### config.mk
export PLATFORM = sky130hd
export DESIGN_NAME = axis_block_detector
export DESIGN_NICKNAME = d
export VERILOG_FILES = /design/src/rtl/axis_block_detector_pkg.sv /design/src/rtl/axis_block_detector_chan.sv /design/src/rtl/axis_block_detector.sv
export SDC_FILE = /design/constraint.sdc
export NUM_CORES = 1
export LEC_CHECK = 0
export CORE_AREA = 2 2 189 191
export CTS_CLUSTER_SIZE = 12
export DETAILED_ROUTE_END_ITERATION = 10
export DIE_AREA = 0 0 191 193
export PLACE_DENSITY = 0.72
export SETUP_SLACK_MARGIN = 0.02
export SYNTH_ARGS = -nofsm -noshare
export SYNTH_HDL_FRONTEND = slang
export SYNTH_SLANG_ARGS = --single-unit
### constraint.sdc
create_clock -name clock -period 9.75 [get_ports clock]
set_input_delay 1.4625 -clock clock [delete_from_list [all_inputs] [get_ports clock]]
set_output_delay 1.4625 -clock clock [all_outputs]
set_load 0.005 [all_outputs]
### src/rtl/axis_block_detector_pkg.sv
// Shared definitions for the AXI-Stream block detector.
//   chan_state_t    : per-channel FSM state (IDLE / STALL / BLOCKED)
//   DEF_*           : default channel count, counter width and masks
//   stall_cond()    : stall condition of one stream given its direction
package axis_block_detector_pkg;

  typedef enum logic [1:0] {
    IDLE    = 2'd0,
    STALL   = 2'd1,
    BLOCKED = 2'd2
  } chan_state_t;

  localparam int          DEF_NUM_CH      = 15;
  localparam int          DEF_THRESH_W    = 16;
  localparam logic [14:0] DEF_DIR_MASK    = 15'h0000;
  localparam logic [14:0] DEF_IGNORE_MASK = 15'h0003;

  // dir=0: DUT consumes the stream, so it is stalled when starved.
  // dir=1: DUT produces the stream, so it is stalled when backpressured.
  function automatic logic stall_cond(input logic dir, input logic tvalid,
                                      input logic tready);
    return dir ? (tvalid & ~tready) : (tready & ~tvalid);
  endfunction

endpackage

### src/rtl/axis_block_detector_chan.sv
// Single-channel stall tracker: FSM plus saturating run-length counter.
//   clock, reset_n     : clock / synchronous active-low reset
//   tvalid, tready     : handshake pair of the watched stream
//   dir                : 0 = DUT input stream, 1 = DUT output stream
//   threshold          : stall cycles needed to flag (0 behaves as 1)
//   enable, clear      : either one forces IDLE with count 0
//   blocked            : registered state==BLOCKED
//   blocked_next       : next-state BLOCKED flag (for the registered OR)
//   enter_blocked      : next edge moves this channel into BLOCKED
module axis_block_chan
  import axis_block_detector_pkg::*;
#(
  parameter int THRESH_W = DEF_THRESH_W
) (
  input  logic                clock,
  input  logic                reset_n,
  input  logic                tvalid,
  input  logic                tready,
  input  logic                dir,
  input  logic [THRESH_W-1:0] threshold,
  input  logic                enable,
  input  logic                clear,
  output logic                blocked,
  output logic                blocked_next,
  output logic                enter_blocked
);

  chan_state_t         state, state_nxt;
  logic [THRESH_W-1:0] count, count_nxt;
  logic [THRESH_W-1:0] eff_thresh;
  logic [THRESH_W-1:0] count_sat;
  logic [THRESH_W:0]   count_p1;
  logic                stall;

  always_comb begin
    eff_thresh = (threshold == '0) ? THRESH_W'(1) : threshold;
    stall      = stall_cond(dir, tvalid, tready);
    // extra bit so count+1 cannot wrap when compared against the threshold
    count_p1   = {1'b0, count} + 1'b1;
    count_sat  = (count == '1) ? count : count_p1[THRESH_W-1:0];

    state_nxt = state;
    count_nxt = count;
    if (!enable || clear) begin
      state_nxt = IDLE;
      count_nxt = '0;
    end else begin
      case (state)
        IDLE: begin
          if (stall) begin
            count_nxt = THRESH_W'(1);
            state_nxt = (eff_thresh == THRESH_W'(1)) ? BLOCKED : STALL;
          end
        end
        STALL: begin
          if (stall) begin
            count_nxt = count_sat;
            if (count_p1 >= {1'b0, eff_thresh}) state_nxt = BLOCKED;
          end else begin
            state_nxt = IDLE;
            count_nxt = '0;
          end
        end
        BLOCKED: begin
          // threshold is not re-evaluated here: once blocked, only a
          // break in the stall releases the channel
          if (stall) begin
            count_nxt = count_sat;
          end else begin
            state_nxt = IDLE;
            count_nxt = '0;
          end
        end
        default: begin
          state_nxt = IDLE;
          count_nxt = '0;
        end
      endcase
    end
    blocked_next  = (state_nxt == BLOCKED);
    enter_blocked = blocked_next && (state != BLOCKED);
  end

  always_ff @(posedge clock) begin
    if (!reset_n) begin
      state <= IDLE;
      count <= '0;
    end else begin
      state <= state_nxt;
      count <= count_nxt;
    end
  end

  assign blocked = (state == BLOCKED);

endmodule

### src/rtl/axis_block_detector.sv
// Per-channel blocked-stream detector feeding the cosim deadlock monitors.
//   clock, reset_n        : clock / synchronous active-low reset
//   enable                : 0 forces every channel to IDLE
//   clear                 : pulse; clears channels and first-block record
//   threshold             : consecutive stall cycles to flag (0 acts as 1)
//   ch_tvalid, ch_tready  : handshake pairs of the watched streams
//   axis_block_sigs       : registered per-channel blocked flags
//   block_any             : registered OR of axis_block_sigs
//   first_valid, first_ch : sticky record of the first channel to block
module axis_block_detector
  import axis_block_detector_pkg::*;
#(
  parameter int                NUM_CH      = DEF_NUM_CH,
  parameter logic [NUM_CH-1:0] DIR_MASK    = DEF_DIR_MASK,
  parameter logic [NUM_CH-1:0] IGNORE_MASK = DEF_IGNORE_MASK,
  parameter int                THRESH_W    = DEF_THRESH_W,
  localparam int               FCH_W       = $clog2(NUM_CH)
) (
  input  logic                clock,
  input  logic                reset_n,
  input  logic                enable,
  input  logic                clear,
  input  logic [THRESH_W-1:0] threshold,
  input  logic [NUM_CH-1:0]   ch_tvalid,
  input  logic [NUM_CH-1:0]   ch_tready,
  output logic [NUM_CH-1:0]   axis_block_sigs,
  output logic                block_any,
  output logic                first_valid,
  output logic [FCH_W-1:0]    first_ch
);

  logic [NUM_CH-1:0] blk, blk_nxt, enter;
  logic [FCH_W-1:0]  first_sel;

  for (genvar i = 0; i < NUM_CH; i++) begin : g_ch
    // ignored channels are held disabled so their FSM never leaves IDLE
    axis_block_chan #(.THRESH_W(THRESH_W)) u_chan (
      .clock         (clock),
      .reset_n       (reset_n),
      .tvalid        (ch_tvalid[i]),
      .tready        (ch_tready[i]),
      .dir           (DIR_MASK[i]),
      .threshold     (threshold),
      .enable        (enable & ~IGNORE_MASK[i]),
      .clear         (clear),
      .blocked       (blk[i]),
      .blocked_next  (blk_nxt[i]),
      .enter_blocked (enter[i])
    );
  end

  assign axis_block_sigs = blk & ~IGNORE_MASK;

  // lowest index wins when several channels block on the same edge
  always_comb begin
    first_sel = '0;
    for (int i = NUM_CH - 1; i >= 0; i--) begin
      if (enter[i] && !IGNORE_MASK[i]) first_sel = FCH_W'(i);
    end
  end

  always_ff @(posedge clock) begin
    if (!reset_n) begin
      block_any   <= 1'b0;
      first_valid <= 1'b0;
      first_ch    <= '0;
    end else begin
      block_any <= |(blk_nxt & ~IGNORE_MASK);
      if (clear) begin
        first_valid <= 1'b0;
        first_ch    <= '0;
      end else if (!first_valid && |(enter & ~IGNORE_MASK)) begin
        first_valid <= 1'b1;
        first_ch    <= first_sel;
      end
    end
  end

endmodule
==> impl_metrics.tcl <==
set metrics [dict create \
    vias 17700 \
    holdCritStartpoint "g_ch[13].u_chan.count[9]" \
    ys.flop_type "dfxtp_1" \
    min_period_ns 5.08 \
    path_cells "clkdlybuf4s50_1 -> nor4_1 -> nand4_1 -> buf_4 -> nand2b_1 -> buf_4 -> ha_1 -> o2111ai_1 -> a211oi_1 -> or4_4 -> o21ai_0 -> a21oi_1 -> nor4_2 -> nor2_1 -> o221a_2" \
    start_util 0.541 \
    crit_family "simple AND/OR/NAND/NOR gates" \
    antenna_found_initial 0 \
    drv_slew 0 \
    yosysSeqAreaShare 0.254 \
    cts_tree "yes" \
    crit_type "primary input to flip-flop" \
    holdPathEnd "g_ch[13].u_chan.count[9]" \
    post-route-util 0.597 \
    synth.avg_cell_area_um2 8.08 \
    port_buffers 64 \
    holdCritPathClass "flip-flop to flip-flop" \
    wire_per_inst_um 18.2 \
    die_height_um 193 \
    cp_common_cell "buf_4" \
    place_congestion 0.878 \
    routed_wl_mm 52.0 \
    finalSetupTns_ns 0 \
    synth_edf_count 0 \
    fp-row-count 69 \
    core-area_um2 35000 \
    synth_cell_types 81 \
    clockRootBuffer "clkbuf_16" \
    drcViolationCount 0 \
    drive_above_1_share 0.0456 \
    critPathSlowestCell "or4_4" \
    reg2reg_depth 15 \
    cp_max_fo 16 \
    finalCritPeriodShare 0.521 \
    cp_data_arrival_time_ns 5.53 \
    reg2reg_slack_ns 5.05 \
    r2r_start "g_ch[13].u_chan.count[0]" \
    grt_pass1_wl_mm 83.7 \
    synth_area_um2 18900 \
    nets 2695 \
    cts.repair.resized 0 \
    cts_hold_buf 0 \
    numClockSinks 240 \
    holdPathStages 2 \
    p_per_area_nw_per_um2 107 \
    max_stage_delay_ns 0.53 \
    finalSetupViolations 0 \
    ys_ff_latch 240 \
    crit_buf_inv 3 \
    max_freq_mhz 197 \
    antenna_left 0 \
    synth_top_cell_by_area "dfxtp_1" \
    r2r_end "first_ch[3]" \
    postCtsSetupBuffers 0 \
    die_w_um 191 \
    clockBufferDepth 3 \
    rsz0062_at_grt "no" \
    first_pass_iters 5 \
    diodes 0 \
    htree_levels 1 \
    grt_remaining_overflow 0 \
    endpoint_kind "flip-flop" \
    area_growth_pct 10.4 \
    worst_pin_slew_ns 1.13 \
    clk_latency_ns 0.56 \
    drv_cap 0 \
    dieArea_um2 36900 \
    grt_pass1_vias 16700 \
    cp.depth 15 \
    ir_drop_v 0.000130 \
    dpl.hpwl_mm 35.3 \
    finClkSkew_ns 0.00986 \
    relSlewSlack 0.243 \
    pin_count 71 \
    synth_top_area_frac 0.254 \
    status "finished clean" \
    yosysWarnings 0 \
    path_clk_slew_ns 0.06 \
    p_leak_nw 8.61 \
    async_flop_share 0 \
    drtIter0Drc 1107 \
    yosys-top-cells-area "dfxtp_1, ha_1, nor2_1, a22oi_1, xnor2_1" \
    final_common_cell "nor2_1" \
    syn_inst 2341 \
    start_kind "primary input" \
    finalHoldViolations 0 \
    numCtsBuffers 29 \
    mostFrequentLayoutCells "nor2_1, ha_1, dfxtp_1" \
    vias_per_cell 6.20 \
    grt_max_degree 93 \
    required_ns 10.20 \
    fillers 3135 \
    grt_usage 0.280 \
]
-- area by class of cell --
class | count | area (um^2) | area share
well taps | 461 | 577 | 0.0276
clock inverters | 1 | 5.00 | 0.000240
multi-input cells | 1931 | 13400 | 0.644
flip-flops and latches | 240 | 4800 | 0.230
clock buffers | 48 | 907 | 0.0434
inverters | 76 | 285 | 0.0137
repair buffers | 94 | 866 | 0.0415
-- cells by family after synthesis --
family / share of synthesized area
multiplexers: 0.00813
buffers and inverters: 0.0379
XOR/XNOR: 0.0842
flip-flops: 0.254
other: 0.000198
AND/OR/NAND/NOR: 0.229
adder cells (fa/ha/maj): 0.180
AO/OA/AOI/OAI: 0.206
-- metrics by stage --
stage                     power, mW  hold slack (ns)  std cells  cell area, um^2  setup slack [ns]
after floorplan                1.12            0.450       2342            18900              5.10
after global placement         1.20            0.460       2802            20000              4.15
after detailed placement       1.20            0.474       2802            20000              4.13
after CTS                      2.26            0.484       2851            20900              4.71
after global routing           2.32            0.530       2851            20900              4.39
final                          2.24            0.482       2851            20900              4.67
-- worst max-delay path by stage --
stage / start / end / slack, ns
global route: threshold[5] / first_ch[0] / 4.39
CTS: threshold[1] / first_ch[3] / 4.71
floorplan: threshold[5] / first_ch[3] / 5.10
finish: threshold[1] / first_ch[3] / 4.67
detailed placement: threshold[1] / first_ch[3] / 4.13
global placement: threshold[1] / first_ch[3] / 4.15
-- registers in the layout (all words and copies together) (netlist names) --
signal and flops:
block_any 1, first_ch 4, first_valid 1, g_ch.u_chan.count 208, g_ch.u_chan.state 26
-- power breakdown --
group	switching [mW]	internal (mW)	total, mW
clock network	0.430	0.623	1.05
logic	0.132	0.0678	0.199
registers	0.00309	0.983	0.986
total	0.564	1.67	2.24
-- metal layers --
metal  up-vias  track usage  part of all wire
met2       491        0.481              0.47
met1      8333        0.347              0.43
li1       8714            -                 -
met4         0        0.122             0.046
met5         -            0                 0
met3       138       0.0414             0.056
-- worst min-delay path, delay by kind of cell (launching register included) --
family	cells	cell delay, ns
AO/OA/AOI/OAI	2	0.13
flip-flops	1	0.31
-- synth_stat cells (all sizes together) (26+ instances only) --
master    n
nor2    313
ha      273
dfxtp   240
a22oi   146
nand2   142
a21oi   132
nand3   112
xnor2    96
o21ai    92
xor2     86
inv      76
clkbuf   74
nor3     67
and3     52
nand4    44
nor4     32
a21o     27
a211oi   26
Power figures use the tool's default switching activity.
